==> config.mk <==
export PLATFORM = sky130hd
export DESIGN_NAME = trackball_emu
export DESIGN_NICKNAME = d
export VERILOG_FILES = /design/src/rtl/trackball_emu.sv
export SDC_FILE = /design/constraint.sdc
export NUM_CORES = 1
export LEC_CHECK = 0
export ABC_AREA = 1
export CAP_MARGIN = 20
export CORE_MARGIN = 3
export CORE_UTILIZATION = 40
export DETAILED_ROUTE_END_ITERATION = 8
export DONT_BUFFER_PORTS = 1
export SYNTH_ARGS = -nofsm -noshare
export SYNTH_HDL_FRONTEND = slang
export SYNTH_SLANG_ARGS = --single-unit
==> constraint.sdc <==
create_clock -name Clk -period 6 [get_ports Clk]
set_clock_uncertainty 0.05 [all_clocks]
set_input_delay 0.3 -clock Clk [delete_from_list [all_inputs] [get_ports Clk]]
set_output_delay 0.3 -clock Clk [all_outputs]
set_load 0.005 [all_outputs]
==> src/rtl/trackball_emu.sv <==
// Digital joystick to trackball emulator: a free-running motion tick drives two
// independent per-axis accelerators that step 8-bit position counters.
module trackball_emu #(
    parameter int TICK_DIV    = 20000,
    parameter int ACCEL_TICKS = 8,
    parameter int MAX_RATE    = 4
) (
    input  logic       Clk,
    input  logic       Reset,
    input  logic       Left,
    input  logic       Right,
    input  logic       Up,
    input  logic       Down,
    input  logic       Hold,
    output logic [7:0] PosX,
    output logic [7:0] PosY,
    output logic       DirX,
    output logic       DirY,
    output logic       Tick
);

    typedef enum logic [1:0] {
        ST_IDLE = 2'd0,
        ST_RAMP = 2'd1,
        ST_FULL = 2'd2
    } axis_state_e;

    typedef struct packed {
        axis_state_e st;
        logic [3:0]  rate;
        logic [7:0]  hcnt;
        logic [7:0]  pos;
        logic        dir;
    } axis_t;

    localparam logic [15:0] TICK_LAST = 16'(TICK_DIV - 1);
    localparam logic [3:0]  RATE_MAX  = 4'(MAX_RATE);
    localparam logic [8:0]  ACCEL_LIM = 9'(ACCEL_TICKS);
    localparam axis_t AXIS_RST = '{st: ST_IDLE, rate: 4'd1, hcnt: 8'd0, pos: 8'd0, dir: 1'b1};

    if (TICK_DIV < 2 || TICK_DIV > 65535) begin : g_bad_tick_div
        $error("trackball_emu: TICK_DIV out of range 2..65535");
    end
    if (ACCEL_TICKS < 1 || ACCEL_TICKS > 255) begin : g_bad_accel
        $error("trackball_emu: ACCEL_TICKS out of range 1..255");
    end
    if (MAX_RATE < 1 || MAX_RATE > 15) begin : g_bad_rate
        $error("trackball_emu: MAX_RATE out of range 1..15");
    end

    // One axis step. plus/minus are the already-resolved command (never both 1);
    // adv is high only on an unheld tick.
    function automatic axis_t axis_next(input axis_t cur, input logic plus,
                                        input logic minus, input logic adv);
        axis_t      nxt;
        logic [3:0] step;
        logic [8:0] hc_inc;
        nxt    = cur;
        step   = 4'd0;
        hc_inc = {1'b0, cur.hcnt} + 9'd1;
        if (adv) begin
            if (!plus && !minus) begin
                nxt.st   = ST_IDLE;
                nxt.rate = 4'd1;
                nxt.hcnt = 8'd0;
            end else if (cur.st == ST_IDLE || cur.dir != plus) begin
                // Fresh start, also taken on a direction reversal
                step     = 4'd1;
                nxt.rate = 4'd1;
                nxt.hcnt = 8'd1;
                nxt.dir  = plus;
                nxt.st   = (RATE_MAX == 4'd1) ? ST_FULL : ST_RAMP;
            end else if (cur.st == ST_RAMP) begin
                step = cur.rate;
                if (hc_inc >= ACCEL_LIM) begin
                    nxt.rate = cur.rate + 4'd1;
                    nxt.hcnt = 8'd0;
                    if (cur.rate + 4'd1 >= RATE_MAX) begin
                        nxt.st = ST_FULL;
                    end
                end else begin
                    nxt.hcnt = hc_inc[7:0];
                end
            end else begin
                step = RATE_MAX;
            end
            nxt.pos = plus ? (cur.pos + {4'd0, step}) : (cur.pos - {4'd0, step});
        end
        return nxt;
    endfunction

    logic [15:0] tick_cnt_q, tick_cnt_d;
    logic        tick_pulse;
    axis_t       axis_x_q, axis_x_d;
    axis_t       axis_y_q, axis_y_d;
    logic        x_plus, x_minus, y_plus, y_minus;
    logic        advance;

    assign tick_pulse = (tick_cnt_q == TICK_LAST);
    assign advance    = tick_pulse & ~Hold;

    always_comb begin
        tick_cnt_d = tick_pulse ? 16'd0 : tick_cnt_q + 16'd1;
        x_plus     = Right & ~Left;
        x_minus    = Left & ~Right;
        y_plus     = Down & ~Up;
        y_minus    = Up & ~Down;
        axis_x_d   = axis_next(axis_x_q, x_plus, x_minus, advance);
        axis_y_d   = axis_next(axis_y_q, y_plus, y_minus, advance);
    end

    always_ff @(posedge Clk or posedge Reset) begin
        if (Reset) begin
            tick_cnt_q <= 16'd0;
            axis_x_q   <= AXIS_RST;
            axis_y_q   <= AXIS_RST;
        end else begin
            tick_cnt_q <= tick_cnt_d;
            axis_x_q   <= axis_x_d;
            axis_y_q   <= axis_y_d;
        end
    end

    assign Tick = tick_pulse;
    assign PosX = axis_x_q.pos;
    assign PosY = axis_y_q.pos;
    assign DirX = axis_x_q.dir;
    assign DirY = axis_y_q.dir;

endmodule

# Word-level counts from Yosys, hierarchy flattened
# Index checks and enable logic that the tools add are counted.
# word_totals
regBits	62
in_bits	7
output_inout_bits	19
elab_cells	88
# classes
add_sub_neg	9
order_cmp	4
n_eq_ne	5
muxes	23
n_bitwise	12
n_reduce_logical	24
# ops
op	n
14-bit two-way mux	6
4-bit two-way mux	8
8-bit two-way mux	4
8-bit by 1-bit adder with 9-bit output (second input constant)	2
9-bit by 4-bit greater-or-equal comparator with 1-bit output (second input constant)	2
3-bit nonzero test	6
16-bit by 1-bit adder with 16-bit output (second input constant)	1
8-bit by 4-bit adder with 8-bit output	2
16-bit by 15-bit equality test with 1-bit output (second input constant)	1
16-bit two-way mux	1
8-bit by 4-bit subtractor with 8-bit output	2
6-bit two-way mux	2
3-bit AND reduction	4
4-bit by 1-bit adder with 4-bit output (second input constant)	2
4-bit by 3-bit greater-or-equal comparator with 1-bit output (second input constant)	2
4-bit AND reduction	2
1-bit inverter	7
1-bit AND	5
2-bit by 1-bit equality test with 1-bit output (second input constant)	2
1-bit zero test	4
2-bit zero test	2
2-bit two-way mux	2
2-bit AND reduction	2
1-bit logical AND	2
other kinds (2)	4

# Longest topological paths before layout
# logic_depth
ltp_word	9
depth_mapped	21
depth_no_buf	21

# Worst setup path before layout
# No wires, ideal clock.
# synth_timing
kind	input -> register
from	input port Left
to	register axis_x_q, in the netlist PosX[6]
setup_time_ns	0.128
t_arrival_ns	2.519
required_ns	5.822
path_slack_ns	3.303
stages	18
path_buffers	0
cell_sequence	inv_1 ha_1 inv_1 nand4_2 inv_2 o21ai_1 nand2_1 nor2_1 ha_1 nand2_1 o21ai_0 ha_1 inv_1 o21ai_0 nand2_1 nand3_1 xnor2_1 o21ai_0
# synth_between
elab_chain_cells	9
word_cells_on_any_way	14
cone_classes	2 x add/sub; 1 x eq/ne; 4 x mux; 3 x bitwise; 4 x reduce/logical
# synth_rtl
item	line_no	source
start: declaration	10	input logic Left,
1-bit inverter	104	x_plus = Right & ~Left;
1-bit AND	104	
1-bit != test	66	end else if (cur.st == ST_IDLE || cur.dir != plus) begin
1-bit logical OR	66	
4-bit two-way mux	66	
4-bit two-way mux	62	if (!plus && !minus) begin
4-bit two-way mux	61	if (adv) begin
8-bit by 4-bit subtractor with 8-bit output / 8-bit by 4-bit adder with 8-bit output (equally long branches)	87	nxt.pos = plus ? (cur.pos + {4'd0, step}) : (cur.pos - {4'd0, step});
8-bit two-way mux *	87	
end signal: assignment	119	axis_x_q <= axis_x_d;
end: declaration	94	axis_t axis_x_q, axis_x_d;
# Mark *: on every way between the ends. The rest lies on a longest branch, timed or not. The select of a mux whose other input is x is not followed.
# A chain may end at the register's enable or synchronous reset.

# Worst setup path in the final report
# layout_timing
from	register axis_x_q, in the netlist DirX
to	register axis_x_q, in the netlist PosX[6]
# layout_between
elab_chain_cells	7
word_cells_on_any_way	8
cone_classes	2 x add/sub; 1 x eq/ne; 4 x mux; 1 x reduce/logical
# layout_rtl
item	line_no
1-bit != test *	66
1-bit logical OR *	66
4-bit two-way mux *	66
4-bit two-way mux *	62
4-bit two-way mux *	61
8-bit by 4-bit subtractor with 8-bit output / 8-bit by 4-bit adder with 8-bit output (equally long branches)	87
8-bit two-way mux *	87
# Marks and branches as above.

==> results.tsv <==
stage	metric	value	unit
outcome	outcome	completed	
flow_run	number of max-cap violations	0	
timing	Final Cycle Share	0.489	
critical_path	slack of the worst reg-to-reg path	3.06	ns
synth	Mapped Cells	520	
global_routing	met3 Use GR	0.0421	
place	placed insts	634	
critical_path	Worst EP required	6.14	ns
route	ANT nets after route	0	
synth	Synthesis Warnings	0	
critical_path	Crit path top cell by count	nand2_1	
route	DR vias/cell	4.89	
floorplan	initial core utilization	0.415	
worst_hold_path	Min-Delay Path Class	primary input to async pin	
critical_path	Max stage delay on crit path	0.56	ns
synth	ys async rst share	1.00	
cts	CTS root buffer	clkbuf_8	
place	Area after DPL	4090	um2
route	Iter 0 DRT Violations	193	
finish	design area	4340	um2
global_routing	gr busiest metal	met2	
global_routing	number of antenna violations at the first check in global routing	0	
floorplan	Horiz. Die Dim	107	um
route	wire length per cell	12.1	um
critical_path	critical path type	flop to flop	
timing	Fin. Hold Viols	0	
place	Buffers on Ports	0	
finish	Finished Layout Cells	650	
pwr	Power Internal	0.725	mW
global_routing	total track usage	0.145	
pwr	part of the power in registers	0.448	
global_routing	global-route wire length before repair	13.6	mm
critical_path	CP startpoint	DirX$_DFFE_PP1P_	
route	DRC	0	
floorplan	CORE AREA	9820	um2
finish	most common cell after layout, fill and taps aside	nand2_1	
timing	slew margin rel.	0.475	
critical_path	worst-path fanout max	7	
critical_path	reg2reg start	DirX$_DFFE_PP1P_	
global_routing	met1 Track Usage GR	0.179	
synth	synthesized area	4070	um2
pwr	Max VDD drop	0.165	mV
floorplan	I/O Pins	26	
place	global placement routability congestion	0.860	
pwr	leakage	2.24	nW
synth	Mapped Nets	557	
cts	PostCTS Resize Cnt	0	
floorplan	die area	11400	um2
timing	worst slew pin tran	0.787	ns
critical_path	critical-path cell list	inv_1, nand2_1, nand4_2, inv_2, o21ai_1, nand2_1, nor2_1, ha_1, nand2_1, o21ai_0, ha_1, inv_1, o21ai_0, nand2_1, nand3_1, xnor2_1, o21ai_0	
finish	Layout Area Growth over Synthesis	6.51	%
pwr	power share of the combinational group	0.066	
cts	clk_lat worst skew	0.34	ns
timing	RSZ-0062 raised after global routing	no	
global_routing	Congestion Overflow GR	0	
critical_path	Setup crit start kind	flop	
pwr	Pwr Density	215	nW/um2
critical_path	critical path's top delay family	adder cells	
critical_path	crit path capture	PosX[6]$_DFFE_PP0P_	
global_routing	largest net degree at the start of global routing	63	
cts	CTS Hold Bufs	0	
route	drt first pass iters	4	
timing	setup_tns	0	ns
route	Via Count	3177	
cts	CTS Buf Count	9	
synth	sequential fraction of the synthesis area	0.382	
place	dpl hpwl	5.79	mm
critical_path	Worst EP arrival	3.08	ns
pwr	Switch Pwr	0.208	mW
global_routing	M2 GR Usage	0.244	
timing	final setup fails	0	
cts	CTS tree	done	
floorplan	die extent in y	107	um
finish	most frequent cells in the layout	126 x nand2_1, 64 x inv_1, 58 x dfrtp_1, 46 x nor2_1, 36 x nand3_1	
cts	CTS Buffer Depth	2	
timing	fin. max-slew vios	0	
route	Routed WL	7.84	mm
finish	multi-input gate area in the final layout	2080	um2
critical_path	Slowest cell on crit path	dfstp_2	
timing	post-layout minimum cycle time	2.94	ns
synth	top_reg_cell synth	dfrtp_1	
floorplan	num rows	36	
critical_path	worst r2r dst	PosX[6]$_DFFE_PP0P_	
cts	H-tree levels	3	
pwr	clock share of power	0.486	
critical_path	Bufs and invs on worst path	3	
finish	fin nets	549	
synth	synthesized flop and latch total	62	
critical_path	crit path capture type	flop	
synth	synthesized area per cell	7.83	um2
finish	share of cells above drive strength 1	0.101	
synth	number of flops mapped to enable cells by yosys	0	
finish	filler instances	998	
cts	Reg clk slew, reported paths	0.07	ns
critical_path	reg2reg path depth	17	
synth	Unique masters post-synth	37	
critical_path	Worst path depth	17	
finish	Seq. cell area	1560	um2
cts	Clock Sinks	62	
timing	f_max	341	MHz
pwr	sw frac	0.223	
cts	Setup Fix Bufs, Post-CTS	0	
finish	n_diodes	0	
global_routing	number of global-route vias before repair	3076	
synth_stat cells (2+ instances only):
cell / n / area share
a21o_1: 3 / 0.0055
nor2_1: 46 / 0.042
inv_1: 65 / 0.060
nand2_2: 2 / 0.0031
o21bai_1: 3 / 0.0055
o21ai_1: 8 / 0.0098
or2_2: 2 / 0.0031
a21oi_1: 11 / 0.014
inv_2: 7 / 0.0065
nand3_1: 36 / 0.044
nand4_2: 2 / 0.0061
nand2_1: 126 / 0.12
dfrtp_1: 58 / 0.36
xor2_1: 19 / 0.041
nor2_2: 7 / 0.011
fa_1: 2 / 0.0098
xnor2_1: 8 / 0.017
nor4_1: 2 / 0.0031
o31ai_1: 2 / 0.0037
buf_6: 2 / 0.0055
nor3_1: 4 / 0.0049
o21ai_0: 24 / 0.029
dfstp_2: 4 / 0.026
nand3_2: 5 / 0.012
ha_1: 28 / 0.086
nand4_1: 13 / 0.020
nor2_4: 2 / 0.0055
buf_4: 17 / 0.031
a31oi_1: 4 / 0.0061
how the worst min path moves through the flow:
stage	end	slack, ns	depth (start not counted)
floorplan	tick_cnt_q[0]$_DFF_PP0_	0.38	1
global placement	tick_cnt_q[0]$_DFF_PP0_	0.40	1
detailed placement	axis_x_q[21]$_DFFE_PP0P_	0.41	2
CTS	axis_x_q[10]$_DFFE_PP0P_	0.05	2
global route	PosY[7]$_DFFE_PP0P_	0.09	2
finish	PosX[7]$_DFFE_PP0P_	0.009	2
flip-flops by register name (all words and copies together) (netlist names):
name,flops
axis_y_q,14
tick_cnt_q,16
PosY,8
axis_x_q,14
PosX,8
DirY,1
DirX,1
power groups by stage:
stage / Clock (mW) / Combinational, mW / Sequential (mW)
final: 0.453 / 0.0620 / 0.418
after global routing: 0.486 / 0.0722 / 0.418
after CTS: 0.473 / 0.0632 / 0.418
after detailed placement: 0 / 0.0630 / 0.426
after global placement: 0 / 0.0607 / 0.426
after floorplan: 0 / 0.0495 / 0.426
layer usage:
metal | up-vias | wire, um | share of wire
met5 | - | 0 | 0
met1 | 1493 | 3780 | 0.48
met3 | 4 | 270 | 0.034
met4 | 0 | 47 | 0.0060
li1 | 1637 | - | -
met2 | 43 | 3740 | 0.48
cells by family after synthesis:
family,after synthesis,synth area share
simple gates,251,0.281
buf+inv,94,0.108
flops,62,0.382
compound gates,56,0.0756
fa+ha+maj,30,0.0959
xor+xnor,27,0.0581
area by class of cell:
| cell class | instances | area share |
|---|---|---|
| clock inverters | 6 | 0.0251 |
| clock buffers | 10 | 0.0317 |
| well taps | 133 | 0.0384 |
| inverters | 74 | 0.0652 |
| repair buffers | 1 | 0.00173 |
| multi-input cells | 364 | 0.479 |
| flip-flops and latches | 62 | 0.359 |
metrics by stage:
step	total power [mW]	utilization	hold WS (ns)	worst slack, ns
after floorplan	0.475	-	0.383	3.30
after global placement	0.486	0.417	0.402	3.09
after detailed placement	0.489	0.417	0.409	2.98
after CTS	0.954	0.442	0.0483	3.06
after global routing	0.976	0.442	0.0877	2.82
final	0.933	0.442	0.00920	3.06
(Power assumes the default switching activity.)
